===== config.mk =====
export PLATFORM = sky130hd
export DESIGN_NAME = vga_sync_monitor
export DESIGN_NICKNAME = d
export VERILOG_FILES = /design/src/rtl/vga_sync_monitor.sv
export SDC_FILE = /design/constraint.sdc
export NUM_CORES = 1
export LEC_CHECK = 0
export CORE_UTILIZATION = 40
export CTS_BUF_LIST = sky130_fd_sc_hd__clkbuf_2
export CTS_CLUSTER_SIZE = 28
export DETAILED_ROUTE_END_ITERATION = 8
export DONT_BUFFER_PORTS = 1
export GPL_TIMING_DRIVEN = 0
export PLACE_DENSITY = 0.63
export RECOVER_POWER = 25
export SYNTH_ARGS = -nofsm -noshare
export SYNTH_HDL_FRONTEND = slang
export SYNTH_SLANG_ARGS = --single-unit

===== constraint.sdc =====
create_clock -name clk_100MHz -period 5.2 [get_ports clk_100MHz]
set_clock_uncertainty 0.15 [all_clocks]
set_input_delay 0.26 -clock clk_100MHz [delete_from_list [all_inputs] [get_ports clk_100MHz]]
set_output_delay 0.26 -clock clk_100MHz [all_outputs]
set_load 0.05 [all_outputs]

===== src/rtl/vga_sync_monitor.sv =====
// vga_sync_monitor: rebuilds 640x480@60 raster position from sync edges.
// Optional frame CRC outputs are enabled by defining VGA_MON_CRC_EN.
module vga_sync_monitor #(
    parameter int HS_ACTIVE    = 0,
    parameter int VS_ACTIVE    = 0,
    parameter int LOCK_FRAMES  = 2,
    parameter int RGB_LAG      = 1,
    parameter int H_VISIBLE    = 640,
    parameter int H_SYNC_START = 656,
    parameter int H_SYNC_END   = 752,
    parameter int H_TOTAL      = 800,
    parameter int V_VISIBLE    = 480,
    parameter int V_SYNC_START = 490,
    parameter int V_SYNC_END   = 492,
    parameter int V_TOTAL      = 525
) (
    input  logic        clk_100MHz,
    input  logic        reset,
    input  logic        pixel_clk,
    input  logic        h_sync,
    input  logic        v_sync,
    input  logic [11:0] rgb,
    output logic        locked,
    output logic        pix_valid,
    output logic [9:0]  pix_x,
    output logic [9:0]  pix_y,
    output logic [11:0] pix_rgb,
    output logic        frame_start,
    output logic        sync_err,
    output logic [7:0]  err_count
`ifdef VGA_MON_CRC_EN
    ,
    output logic [15:0] frame_crc,
    output logic        crc_valid
`endif
);

    localparam logic       HS_LVL = 1'(HS_ACTIVE);
    localparam logic       VS_LVL = 1'(VS_ACTIVE);
    localparam logic [3:0] LF     = 4'(LOCK_FRAMES);
    localparam logic [9:0] HV     = 10'(H_VISIBLE);
    localparam logic [9:0] HSS    = 10'(H_SYNC_START);
    localparam logic [9:0] HSE    = 10'(H_SYNC_END);
    localparam logic [9:0] HLAST  = 10'(H_TOTAL - 1);
    localparam logic [9:0] VV     = 10'(V_VISIBLE);
    localparam logic [9:0] VSS    = 10'(V_SYNC_START);
    localparam logic [9:0] VSE    = 10'(V_SYNC_END);
    localparam logic [9:0] VLAST  = 10'(V_TOTAL - 1);

    typedef enum logic [1:0] {
        SEARCH  = 2'd0,
        ACQUIRE = 2'd1,
        LOCKED  = 2'd2
    } state_t;

    state_t     state, state_nxt;
    logic [9:0] h, v;
    logic [9:0] cur_h, cur_v, h_next, v_next;
    logic       h_al, v_al, h_al_nxt, v_al_nxt;
    logic [3:0] good, good_nxt;
    logic       hs_prev, vs_prev;
    logic       hs_now, vs_now, hs_edge, vs_edge;
    logic       h_wrap, v_wrap, hs_exp, vs_exp, mismatch;
    logic       lose, present;
    logic [9:0] ph [3];
    logic [9:0] pv [3];
    logic [9:0] dh, dv;

    assign hs_now  = (h_sync == HS_LVL);
    assign vs_now  = (v_sync == VS_LVL);
    assign hs_edge = hs_now & ~hs_prev;
    assign vs_edge = vs_now & ~vs_prev;

    // Position of this tick: sync edges realign it only while searching.
    always_comb begin
        cur_h = h;
        cur_v = v;
        if (state == SEARCH && hs_edge) cur_h = HSS;
        if (state == SEARCH && vs_edge) cur_v = VSS;
        h_wrap   = (cur_h == HLAST);
        v_wrap   = h_wrap && (cur_v == VLAST);
        h_next   = h_wrap ? 10'd0 : cur_h + 10'd1;
        v_next   = cur_v;
        if (h_wrap) v_next = v_wrap ? 10'd0 : cur_v + 10'd1;
        hs_exp   = (cur_h >= HSS) && (cur_h < HSE);
        vs_exp   = (cur_v >= VSS) && (cur_v < VSE);
        mismatch = (hs_now != hs_exp) || (vs_now != vs_exp);
    end

    // Lock state machine: next state, alignment flags, good-frame count.
    always_comb begin
        state_nxt = state;
        h_al_nxt  = h_al;
        v_al_nxt  = v_al;
        good_nxt  = good;
        lose      = 1'b0;
        if (pixel_clk) begin
            unique case (state)
                SEARCH: begin
                    if (hs_edge) h_al_nxt = 1'b1;
                    if (vs_edge) v_al_nxt = 1'b1;
                    if (h_al_nxt && v_al_nxt) begin
                        state_nxt = ACQUIRE;
                        good_nxt  = 4'd0;
                    end
                end
                ACQUIRE: begin
                    if (mismatch) begin
                        state_nxt = SEARCH;
                        h_al_nxt  = 1'b0;
                        v_al_nxt  = 1'b0;
                    end else if (v_wrap) begin
                        good_nxt = good + 4'd1;
                        if (good_nxt == LF) state_nxt = LOCKED;
                    end
                end
                LOCKED: begin
                    if (mismatch) begin
                        state_nxt = SEARCH;
                        h_al_nxt  = 1'b0;
                        v_al_nxt  = 1'b0;
                        lose      = 1'b1;
                    end
                end
                default: begin
                    state_nxt = SEARCH;
                    h_al_nxt  = 1'b0;
                    v_al_nxt  = 1'b0;
                end
            endcase
        end
    end

    // Position delayed by RGB_LAG ticks so it lines up with the colour.
    always_comb begin
        dh = cur_h;
        dv = cur_v;
        for (int i = 0; i < 3; i++) begin
            if (RGB_LAG == i + 1) begin
                dh = ph[i];
                dv = pv[i];
            end
        end
    end

    assign present = (state == LOCKED) && (state_nxt == LOCKED);

    // Counters, sync history and delay pipeline advance on ticks only.
    always_ff @(posedge clk_100MHz) begin
        if (reset) begin
            state   <= SEARCH;
            h       <= 10'd0;
            v       <= 10'd0;
            h_al    <= 1'b0;
            v_al    <= 1'b0;
            good    <= 4'd0;
            hs_prev <= 1'b0;
            vs_prev <= 1'b0;
            for (int i = 0; i < 3; i++) begin
                ph[i] <= 10'd0;
                pv[i] <= 10'd0;
            end
        end else if (pixel_clk) begin
            state   <= state_nxt;
            h       <= h_next;
            v       <= v_next;
            h_al    <= h_al_nxt;
            v_al    <= v_al_nxt;
            good    <= good_nxt;
            hs_prev <= hs_now;
            vs_prev <= vs_now;
            ph[0]   <= cur_h;
            pv[0]   <= cur_v;
            for (int i = 1; i < 3; i++) begin
                ph[i] <= ph[i-1];
                pv[i] <= pv[i-1];
            end
        end
    end

    // Registered outputs: pixel samples, frame strobe, lock and errors.
    always_ff @(posedge clk_100MHz) begin
        if (reset) begin
            locked      <= 1'b0;
            pix_valid   <= 1'b0;
            pix_x       <= 10'd0;
            pix_y       <= 10'd0;
            pix_rgb     <= 12'd0;
            frame_start <= 1'b0;
            sync_err    <= 1'b0;
            err_count   <= 8'd0;
        end else begin
            pix_valid   <= 1'b0;
            frame_start <= 1'b0;
            if (pixel_clk) begin
                locked <= (state_nxt == LOCKED);
                if (present && dh < HV && dv < VV) begin
                    pix_valid <= 1'b1;
                    pix_x     <= dh;
                    pix_y     <= dv;
                    pix_rgb   <= rgb;
                end
                if (present && dh == 10'd0 && dv == 10'd0)
                    frame_start <= 1'b1;
                if (lose) begin
                    sync_err <= 1'b1;
                    if (err_count != 8'hFF)
                        err_count <= err_count + 8'd1;
                end
            end
        end
    end

`ifdef VGA_MON_CRC_EN
    logic [15:0] crc_run;

    function automatic logic [15:0] crc12(
        input logic [15:0] c,
        input logic [11:0] d
    );
        logic [15:0] r;
        logic        fb;
        r = c;
        for (int i = 11; i >= 0; i--) begin
            fb = r[15] ^ d[i];
            r  = {r[14:0], 1'b0} ^ (fb ? 16'h1021 : 16'h0000);
        end
        return r;
    endfunction

    // Running CRC over presented pixels, published at each frame start.
    always_ff @(posedge clk_100MHz) begin
        if (reset) begin
            crc_run   <= 16'hFFFF;
            frame_crc <= 16'd0;
            crc_valid <= 1'b0;
        end else begin
            crc_valid <= 1'b0;
            if (!locked) begin
                crc_run <= 16'hFFFF;
            end else if (frame_start) begin
                frame_crc <= crc_run;
                crc_valid <= 1'b1;
                crc_run   <= pix_valid ? crc12(16'hFFFF, pix_rgb)
                                       : 16'hFFFF;
            end else if (pix_valid) begin
                crc_run <= crc12(crc_run, pix_rgb);
            end
        end
    end
`else
    // Frame CRC not built in this configuration.
`endif

endmodule

==> results of run 1 <==
## repair_timing
| action | in CTS | in global routing |
|---|---|---|
| hold endpoints to repair | 35 | 0 |
| setup buffers | 0 | 0 |
| hold buffers | 15 | 0 |
## worst max-delay path: cells and delay by family (launching register included)
kind            cells  cell delay (ns)
mux                 2             0.62
compound gates      2             0.41
simple gates        5             2.07
flops               1             0.40
fa+ha+maj           2             0.44
buf+inv             3             0.49
## final cells by class
class                           count  area (um2)  area share
Buffer                             19         105      0.0210
Clock buffer                        9        45.0     0.00899
Clock inverter                      7        72.6      0.0145
Inverter                           12        45.0     0.00899
Multi-Input combinational cell    365        2340       0.466
Sequential cell                    94        2080       0.415
Tap cell                          140         175      0.0349
Timing Repair Buffer               15         150      0.0300
## through the flow
stage                     cell area [um2]  total power (uW)   util  hold slack [ns]
final                                5010              1270  0.456           0.0386
after global routing                 5010              1330  0.456           0.0437
after CTS                            5010              1280  0.456          0.00811
after detailed placement             4740               906  0.432            0.218
after global placement               4740               903  0.432            0.213
after floorplan                      4570               874      -            0.209
## logic make-up (layout without fill, tap and decap cells)
group | count (synthesis) | in the layout | synth area share
simple gates | 243 | 243 | 0.288
xor+xnor | 10 | 10 | 0.0192
mux | 36 | 36 | 0.0794
compound gates | 64 | 64 | 0.0926
flops | 94 | 94 | 0.456
fa+ha+maj | 12 | 12 | 0.0329
buf+inv | 31 | 62 | 0.0329
## registers in the layout, indices dropped and copies added, names as in the netlist, 4 cells and up
signal	count
err_count	8
pv	10
v	10
ph	10
good	4
h	10
pix_y	10
pix_x	10
pix_rgb	12
## how the worst max path moves through the flow
| stage | from | endpoint | slack, ns | depth (start not counted) |
|---|---|---|---|---|
| after floorplan | state[0] | pix_rgb[10] | 1.48 | 15 |
| after global placement | state[0] | pix_x[5] | 0.77 | 15 |
| after detailed placement | state[1] | pix_rgb[4] | 0.73 | 14 |
| after CTS | state[1] | pix_x[0] | 0.65 | 14 |
| after global routing | state[1] | pix_y[7] | 0.25 | 14 |
| final | state[1] | pix_x[0] | 0.56 | 14 |
## per-layer routing
layer / track usage / wire [um] / vias up
met2: 0.295 / 4690 / 96
met3: 0.0418 / 595 / 11
met1: 0.225 / 4720 / 1654
li1: - / - / 1767
met4: 0.0656 / 137 / 0
met5: 0 / 0 / -
## placed cells by master, fill, tap and decap left out, types with 2 or more instances in the layout
cell,count
nor2_1,55
inv_1,11
nor4_1,8
o21ai_0,20
nor2b_1,4
nand3_1,19
nand2_1,38
mux2i_1,34
xnor2_1,2
a31oi_1,4
or3_1,5
o31ai_1,3
nand4_1,7
nor3_4,2
nand2b_1,69
ha_1,12
clkinv_1,2
a21o_1,3
o22a_1,2
and3_1,12
nor4b_1,3
buf_8,3
a21oi_1,13
mux2_2,2
and2_1,5
inv_6,2
edfxtp_1,20
nor3_1,4
a211oi_1,3
nor3b_1,3
xor2_1,8
dlygate4sd3_1,15
clkbuf_1,15
a32o_1,3
a22o_1,5
or4_1,2
clkbuf_2,9
dfxtp_1,74
## power breakdown
| part | total [uW] | switching, uW | leakage [uW] | internal [uW] |
|---|---|---|---|---|
| Sequential | 787 | 19.9 | 0.000819 | 767 |
| Clock | 369 | 256 | 0.0000703 | 113 |
| Combinational | 116 | 69.0 | 0.000902 | 47.2 |
| Total | 1270 | 345 | 0.00179 | 927 |
==> summary.txt, run 1 <==
Die
  • Area of the core region: 11000 um2
  • Num rows: 38
  • Total die area: 11900 um2
  • Number of top-level design ports: 61
  • Initial core utilization: 0.416
  • Die Span X: 109 um
  • Height of the die: 109 um

Yosys
  • Instance count of the mapped netlist: 490
  • Sequential area share after synthesis: 0.456
  • Mean Syn Cell Area: 9.33 um2
  • Top post-synthesis cells by count: dfxtp_1, nand2b_1, nor2_1, nand2_1, mux2i_1
  • Number of enable-type register cells in the synthesized netlist: 20
  • Post-synthesis async set-or-reset flop share: 0
  • Synth top area share: 0.324
  • Count leader, synth: dfxtp_1
  • Netlist Area Pre-Place: 4570 um2
  • Prevailing post-synth register cell: dfxtp_1
  • YS warnings: 0
  • Mapped Nets: 519
  • Library cells used by synthesis: 51
  • Main area contributors after synthesis: dfxtp_1, edfxtp_1, nand2b_1
  • Cell accounting for the most synthesized area: dfxtp_1
  • Number of register bits inferred by synthesis: 94

Worst hold path
  • Type of the tightest min-delay check: in -> reg
  • Worst-case hold path end point: v[3]
  • Worst hold stages: 4
  • Startpoint of the worst hold path: pixel_clk

Clocking
  • Clock buffer count from CTS: 9
  • Resize count post-CTS: 0
  • CTS sink count: 94
  • Clock tree from TritonCTS: done
  • Longest Clk Path Bufs: 2
  • Clk pin slew, worst setup/hold paths: 0.24 ns
  • Number of H-tree levels: 3
  • Cell chosen for the clock root: clkbuf_2
  • Worst-Skew Late Latency: 0.58 ns

Layout
  • Final nets: 545
  • Number of diodes: 0
  • Count of fill cells added during filler insertion: 1050
  • Post-route insts no fill: 661
  • Share of post-route cells with drive strength above 1: 0.0537
  • Relative area change from synthesis to final layout: 9.69%

Routing
  • Via count: 3528
  • Antenna Violating Nets Remaining: 0
  • Routed wirelength normalized by instance count: 15.3 um
  • Initial DRC count: 207
  • Number of iterations in the first detailed-routing pass: 4
  • Total detailed-routing wirelength: 10100 um
  • Post-DR vias/cell: 5.34
  • Post-route DRC violation count: 0

Critical path
  • Nature of the critical path endpoint: flop
  • Maximum fanout along the worst path: 10
  • WS Path Type: reg -> reg
  • Peak per-stage delay on the critical path: 0.98 ns
  • Setup slack of the worst register-to-register path: 0.56 ns
  • Reg-to-reg startpoint: state[1]
  • RR Endpoint: pix_x[0]
  • Count of cells along the worst register-to-register path: 14
  • CP Cell Sequence: inv_1 > ha_1 > nor3b_1 > nor2_1 > inv_1 > ha_1 > nor2_1 > nor4_1 > mux2i_1 > a31oi_1 > a21o_1 > nor3_4 > buf_8 > mux2i_1
  • CP max-delay cell: nor3b_1
  • Required time of the critical path: 5.56 ns
  • Data arrival at the endpoint of the critical path: 5.00 ns
  • Sort of element at the start of the critical path: flop

Timing
  • RSZ-0062 raised after global routing: false
  • Number of endpoints failing setup at the final stage: 0
  • Fin. max-slew vios: 0
  • Final-layout setup total negative slack: 0 ns
  • Worst-case setup margin in the final layout: 0.556 ns
  • Final period demand of the worst path: 4.64 ns
  • Slew @ Worst Pin: 1.19 ns
  • Post-route clock period utilization: 0.893
  • Max Freq: 215 MHz
  • Number of endpoints with negative hold slack in the final report: 0
  • Rel. slew slack: 0.208

Pwr
  • Leakage Power: 0.00179 uW
  • PwrDens: 254 nW/um2
  • Worst-case vdd ir drop: 175 uV

Placed design
  • Placed cell count: 630
  • Pre-CTS worst setup slack: 0.729 ns
  • Gpl congestion: 0.892
  • Total half-perimeter wirelength after legalization and detailed placement: 7350 um
  • Buffers added on ports: 0

GRT
  • Global-route total usage across every layer: 0.178
  • Vias in the first global route: 3384
  • Sum of overflow across all layers after global routing: 0
  • First-pass GRT wire length: 16400 um
  • Maximum number of pins on one net before global-route repair: 30
  • Number of antenna violations at the first check in global routing: 0

Job
  • Max-cap violations: 0

Outcome
  • Status: completed
Power figures use the tool's default switching activity.
==> run 2: changes to the inputs <==
- ABC_AREA: not set -> 1
- CTS_CLUSTER_DIAMETER: not set -> 150
==> summary.txt, run 2 <==
Timing
  • RSZ-0062 raised after global routing: false
  • Max Freq: 264 MHz (+23%)
  • Fin. max-slew vios: 0 (unchanged)
  • Final-layout setup total negative slack: 0 ns (unchanged)
  • Number of endpoints with negative hold slack in the final report: 0 (unchanged)
  • Number of endpoints failing setup at the final stage: 0 (unchanged)
  • Hold slack final: 0.0629 ns (+0.0242 ns)
  • Final period demand of the worst path: 3.79 ns (-0.855 ns)
  • Slew @ Worst Pin: 0.778 ns (-0.407 ns)
  • Worst-case setup margin in the final layout: 1.41 ns (+0.855 ns)
  • Post-route clock period utilization: 0.729 (-0.164)
  • Rel. slew slack: 0.481 (+0.273)

Outcome
  • Status: completed

Clocking
  • Cell chosen for the clock root: clkbuf_2
  • Clock buffer count from CTS: 9 (unchanged)
  • Longest Clk Path Bufs: 2 (unchanged)
  • Number of H-tree levels: 3 (unchanged)
  • Clk pin slew, worst setup/hold paths: 0.25 ns (about the same)
  • Resize count post-CTS: 0 (unchanged)
  • Clock tree from TritonCTS: done
  • CTS sink count: 94 (unchanged)
  • Worst-Skew Late Latency: 0.57 ns (about the same)
  • Post-CTS setup buffer count: 0 (unchanged)
  • Number of buffers added to fix hold violations after cts: 18 (+3)

Yosys
  • Sequential area share after synthesis: 0.448 (-0.00761)
  • Post-synthesis async set-or-reset flop share: 0 (unchanged)
  • Synth top area share: 0.319 (-0.00541)
  • Number of register bits inferred by synthesis: 94 (unchanged)
  • Main area contributors after synthesis: dfxtp_1, edfxtp_1, nor2_1
  • Prevailing post-synth register cell: dfxtp_1
  • Top post-synthesis cells by count: nor2_1, inv_1, nand2_1, dfxtp_1, nand4_1
  • Instance count of the mapped netlist: 613 (+25%)
  • Library cells used by synthesis: 41 (-20%)
  • Count leader, synth: nor2_1
  • Cell accounting for the most synthesized area: dfxtp_1
  • YS warnings: 0 (unchanged)
  • Mapped Nets: 642 (+24%)
  • Number of enable-type register cells in the synthesized netlist: 20 (unchanged)
  • Netlist Area Pre-Place: 4650 um2 (+1.7%)
  • Mean Syn Cell Area: 7.58 um2 (-19%)

GRT
  • Vias in the first global route: 3810 (+13%)
  • Maximum number of pins on one net before global-route repair: 18 (-40%)
  • Number of antenna violations at the first check in global routing: 0 (unchanged)
  • Sum of overflow across all layers after global routing: 0 (unchanged)
  • Global-route total usage across every layer: 0.187 (+0.00824)
  • First-pass GRT wire length: 17500 um (+6.2%)

Critical path
  • Sort of element at the start of the critical path: flop
  • WS Path Type: reg -> reg
  • Required time of the critical path: 5.55 ns (about the same)
  • Nature of the critical path endpoint: flop
  • Maximum fanout along the worst path: 10 (unchanged)
  • Data arrival at the endpoint of the critical path: 4.14 ns (-0.86 ns)

Pwr
  • Leakage Power: 0.00206 uW (+15%)
  • Total power of the final layout: 1300 uW (+2.2%)
  • PwrDens: 254 nW/um2 (about the same)
  • Worst-case vdd ir drop: 130 uV (-26%)

Layout
  • Highest-count cells in the layout ignoring fill and taps: nor2_1, inv_1, nand2_1, dfxtp_1, nand4_1
  • Number of diodes: 0 (unchanged)
  • Final design area excluding fillers: 5120 um2 (+2.2%)
  • Largest register FFs: 12 (unchanged)
  • Relative area change from synthesis to final layout: 10.2%
  • Leading cell type in the layout, fill and taps excluded: nor2_1
  • Register name with the most flops: pix_rgb
  • Share of post-route cells with drive strength above 1: 0.0772 (+0.0234)
  • Final nets: 672 (+23%)

Placed design
  • Buffers added on ports: 0 (unchanged)
  • Total half-perimeter wirelength after legalization and detailed placement: 8020 um (+9.1%)
  • Area of placed instances: 4840 um2 (+2.0%)
  • Gpl congestion: 0.856 (-4.0%)
  • Pre-CTS worst setup slack: 1.66 ns (+0.929 ns)

Routing
  • Via count: 4020 (+14%)
  • Post-route DRC violation count: 0 (unchanged)
  • Number of iterations in the first detailed-routing pass: 5 (+1)
  • Routed wirelength normalized by instance count: 13.7 um (-11%)
  • Initial DRC count: 254 (+23%)
  • Antenna Violating Nets Remaining: 0 (unchanged)
  • Total detailed-routing wirelength: 10800 um (+6.3%)
  • Post-DR vias/cell: 5.10 (-4.4%)

Die
  • Num rows: 38 (unchanged)
  • Height of the die: 110 um (+0.83%)
  • Number of top-level design ports: 61 (unchanged)
  • Area of the core region: 11100 um2 (+0.87%)
  • Total die area: 12100 um2 (+1.7%)
  • Die Span X: 110 um (+0.83%)
  • Initial core utilization: 0.419 (+0.00343)

Job
  • Max-cap violations: 0 (unchanged)

Worst hold path
  • Type of the tightest min-delay check: in -> reg
-- run 2: cell types whose count changed in the layout (fill, tap and decap cells not counted), moves of 34 or more --
cell      before  now
inv_1         11   92
mux2i_1       34    0
nand2_1       38   79
nand2b_1      69    0
nand4_1        7   41
nor2_1        55  133
-- run 2: metrics by stage --
| step | utilization | std cells |
|---|---|---|
| after detailed placement | 0.437 | 754 |
| after global placement | 0.435 | 753 |
| final | 0.462 | 788 |
| after floorplan | - | 613 |
| after global routing | 0.462 | 788 |
| after CTS | 0.463 | 788 |
-- run 2: path summary, 6_finish.rpt --
kind / depth (start not counted) / slack [ns] / end / from
hold / removal: 4 / 0.06 / sync_err / h_sync
setup reg to reg: 19 / 1.41 / pix_rgb[8] / state[0]
setup / recovery: 19 / 1.41 / pix_rgb[8] / state[0]
hold reg to reg: 2 / 0.35 / good[3] / good[3]
-- run 2: layer usage --
layer | wire (um) | global-route usage
met2 | 5180 | 0.330
met4 | 220 | 0.0790
met3 | 556 | 0.0332
met5 | 0 | 0
met1 | 4810 | 0.220
-- run 2: logic make-up after synthesis --
logic type                 Yosys count  synth area share
AOI/OAI and AO/OA                   66            0.0813
buffers and inverters              120             0.113
adders and majority gates           12            0.0323
xor gates and xnor gates            13            0.0245
and+or+nand+nor                    308             0.301
DFF                                 94             0.448
-- run 2: area by class of cell --
cell class / count / area (um2)
clock inverters: 4 / 47.5
flip-flops and latches: 94 / 2080
clock buffers: 12 / 60.1
multi-input cells: 399 / 2040
repair buffers: 19 / 195
plain buffers: 22 / 156
fillers: 1105 / 5960
well taps: 140 / 175
inverters: 98 / 368
-- run 2: critical path: stages (launching register included) --
cell and delay, ns:
dfxtp_1 0.46, inv_1 0.12, ha_1 0.32, nand2_1 0.25
inv_2 0.15, nor2_1 0.22, ha_1 0.24, nand4_1 0.21
nor2_2 0.21, nand2_2 0.15, inv_2 0.14, nand4_1 0.09
a21boi_1 0.13, nand2_1 0.07, nand2_2 0.11, nand4_4 0.12
nor2_4 0.20, buf_6 0.17, nor2_1 0.04, nor2_1 0.15
-- run 2: report_power, final --
| group | leakage [uW] | switching (uW) | internal (uW) |
|---|---|---|---|
| sequential | 0.000821 | 11.4 | 769 |
| clock | 0.0000719 | 244 | 115 |
| combinational | 0.00117 | 108 | 52.9 |
| total | 0.00206 | 363 | 937 |
==> run 3: changes to the inputs <==
- ABC_AREA: 1 -> 0
- PLACE_DENSITY: 0.63 -> 0.65
- clock period: 5.2 -> 3.1 ns (I/O delays scaled with it)
==> summary.txt, run 3 (synthesis gave the netlist of run 1 again) <==
Outcome
  • Status: complete, but fails checks
  • Violations in the final reports: setup timing

Placed design
  • Total half-perimeter wirelength after legalization and detailed placement: 7370 um (-8.1%)
  • Pre-CTS worst setup slack: -0.808 ns (-2.47 ns)
  • Gpl congestion: 0.896 (+4.7%)
  • Buffers added on ports: 0 (unchanged)

Critical path
  • Setup slack of the worst register-to-register path: -0.28 ns (-1.69 ns)
  • Crit path depth: 15 (-4)
  • Required time of the critical path: 3.45 ns (-2.10 ns)
  • CP max-delay cell: or4b_4
  • Buf+Inv Stages, Crit Path: 4 (unchanged)
  • Critical path capture point: pix_rgb[5]
  • Sort of element at the start of the critical path: flop
  • Critical Path Start: state[0]
  • Maximum fanout along the worst path: 10 (unchanged)
  • Nature of the critical path endpoint: flop
  • Reg-to-reg startpoint: state[0]
  • Peak per-stage delay on the critical path: 0.55 ns (+0.09 ns)
  • RR Endpoint: pix_rgb[5]
  • CP Cell Sequence: inv_4 > ha_4 > nor3b_4 > nand2b_4 > inv_2 > ha_4 > nand4_1 > or4b_4 > nor3_4 > nand4_1 > a21o_4 > nor3_4 > buf_12 > buf_12 > mux2i_1
  • Data arrival at the endpoint of the critical path: 3.73 ns (-0.41 ns)
  • WS Path Type: reg -> reg
  • CP delay by family, top: simple AND/OR/NAND/NOR gates
  • Count of cells along the worst register-to-register path: 15 (-4)

GRT
  • Global-route total usage across every layer: 0.198 (+0.0114)
  • Vias in the first global route: 3714 (-2.5%)
  • Maximum number of pins on one net before global-route repair: 30 (+12)
  • Sum of overflow across all layers after global routing: 0 (unchanged)
  • Number of antenna violations at the first check in global routing: 0 (unchanged)
  • First-pass GRT wire length: 18200 um (+4.2%)

Routing
  • Post-DR vias/cell: 5.42 (+6.2%)
  • Total detailed-routing wirelength: 11500 um (+6.5%)
  • Number of iterations in the first detailed-routing pass: 4 (-1)
  • Antenna Violating Nets Remaining: 0 (unchanged)
  • Routed wirelength normalized by instance count: 16.3 um (+19%)
  • Initial DRC count: 271 (+6.7%)
  • Via count: 3815 (-5.1%)
  • Post-route DRC violation count: 0 (unchanged)

Pwr
  • Sw Pwr: 584 uW (+61%)
  • Switching power share of the total: 0.281 (+0.00178)
  • Int Pwr: 1490 uW (+59%)
  • Leakage Power: 0.00209 uW (+1.4%)
  • Share of power burned in combinational logic: 0.121 (-0.003)
  • PwrDens: 367 nW/um2 (+45%)
  • Clk pwr share: 0.243 (-0.033)
  • Worst-case vdd ir drop: 204 uV (+57%)
  • Proportion of power drawn by flip-flops and latches: 0.635 (+0.035)

Timing
  • Final-layout setup total negative slack: -8.04 ns (-8.04 ns)
  • Post-route clock period utilization: 1.09 (+0.362)
  • Max Freq: 296 MHz (+12%)
  • RSZ-0062 raised after global routing: true
  • Worst-case setup margin in the final layout: -0.282 ns (-1.69 ns)
  • Number of endpoints failing setup at the final stage: 43 (+43)
  • Hold slack final: 0.0773 ns (+0.0144 ns)
  • Fin. max-slew vios: 0 (unchanged)
  • Number of endpoints with negative hold slack in the final report: 0 (unchanged)
  • Slew @ Worst Pin: 0.974 ns (+0.196 ns)
  • Rel. slew slack: 0.346 (-0.135)
  • Final period demand of the worst path: 3.38 ns (-0.407 ns)

Layout
  • Combined area of the multi-input logic cells: 2590 um2 (+27%)
  • Share of post-route cells with drive strength above 1: 0.199 (+0.121)
  • Count of fill cells added during filler insertion: 966 (-13%)
  • Share of the core filled with cells: 0.516 (+0.0532)
  • Largest register FFs: 12 (unchanged)
  • Relative area change from synthesis to final layout: 23.9%
  • Number of diodes: 0 (unchanged)
  • Register name with the most flops: pix_rgb
  • Highest-count cells in the layout ignoring fill and taps: dfxtp_1, nand2b_1, nor2_1, buf_4
  • Final nets: 589 (-12%)
  • Register Area: 2090 um2 (+0.24%)
  • Leading cell type in the layout, fill and taps excluded: dfxtp_1

Clocking
  • Cell chosen for the clock root: clkbuf_2
  • Clock tree from TritonCTS: done
  • Worst-Skew Late Latency: 0.55 ns (-0.02 ns)
  • CTS sink count: 94 (unchanged)
  • Clock buffer count from CTS: 9 (unchanged)
  • Number of H-tree levels: 3 (unchanged)
  • Longest Clk Path Bufs: 2 (unchanged)
  • Clk pin slew, worst setup/hold paths: 0.25 ns (about the same)

Die
  • Num rows: 38 (unchanged)
  • Die Span X: 109 um (-0.82%)
  • Height of the die: 109 um (-0.82%)
  • Number of top-level design ports: 61 (unchanged)
  • Initial core utilization: 0.416 (-0.00343)
  • Area of the core region: 11000 um2 (-0.86%)
  • Total die area: 11900 um2 (-1.6%)

Worst hold path
  • Worst hold stages: 2 (-2)
  • Type of the tightest min-delay check: in -> reg

Job
  • Max-cap violations: 0 (unchanged)
-- run 3: changes by cell type in the layout (fill, tap and decap cells not counted), moves of 6 or more --
cell / previous run / this run
nand2b_1: 0 / 66
a21oi_1: 17 / 11
inv_1: 92 / 7
mux2i_1: 0 / 33
nor2_1: 133 / 51
clkbuf_1: 7 / 13
buf_4: 3 / 35
o21ai_0: 28 / 15
o22ai_1: 12 / 0
and3_1: 1 / 12
nor3_1: 13 / 3
nand4_1: 41 / 7
nand2_1: 79 / 33
-- run 3: routing by layer --
layer / up-vias / track usage / wire length (um)
li1: 1860 / - / -
met1: 1821 / 0.241 / 4950
met2: 113 / 0.333 / 5590
met3: 21 / 0.0466 / 655
met4: 0 / 0.0849 / 284
met5: - / 0 / 0
-- run 3: worst register-to-register path: stages, from the launching register on --
cell	delay (ns)
dfxtp_4	0.42
inv_4	0.04
ha_4	0.17
nor3b_4	0.17
nand2b_4	0.15
inv_2	0.06
ha_4	0.13
nand4_1	0.13
or4b_4	0.55
nor3_4	0.21
nand4_1	0.18
a21o_4	0.29
nor3_4	0.15
buf_12	0.17
buf_12	0.15
mux2i_1	0.22
-- run 3: how the worst min path moves through the flow --
stage               to  slack, ns    from
2_1_floorplan  vs_prev       0.10  v_sync
5_1_grt        hs_prev       0.03  h_sync
3_3_place_gp   vs_prev       0.11  v_sync
4_1_cts        hs_prev       0.04  h_sync
3_5_place_dp   vs_prev       0.12  v_sync
6_report       hs_prev       0.08  h_sync
-- run 3: repair_timing --
item / CTS / global route
pin swaps: 15 / 19
setup buffers: 30 / 14
resized for setup: 27 / 31
hold endpoints to repair: 57 / 0
hold buffers: 17 / 0
gates cloned: 1 / 1
endpoints found under the setup margin: 68 / 59
-- run 3: stage by stage --
step / power (uW) / instance area, um2 / cells
floorplan: 1480 / 4640 / 490
global placement: 1530 / 4820 / 630
detailed placement: 1530 / 4820 / 630
CTS: 2070 / 5430 / 692
global route: 2170 / 5660 / 704
finish: 2080 / 5660 / 704
-- run 3: layout make-up --
class	count	area share
timing repair buffer	60	0.0992
multi-input combinational	365	0.457
inverter	12	0.00840
clock buffer	10	0.00884
clock inverter	5	0.00486
tap	140	0.0309
sequential	94	0.369
buffer	18	0.0223
-- run 3: power by group through the flow --
stage | logic [uW] | clock network, uW | registers [uW]
floorplan | 145 | 0 | 1330
global placement | 183 | 0 | 1340
detailed placement | 189 | 0 | 1340
CTS | 236 | 511 | 1320
global route | 277 | 568 | 1330
finish | 252 | 505 | 1320
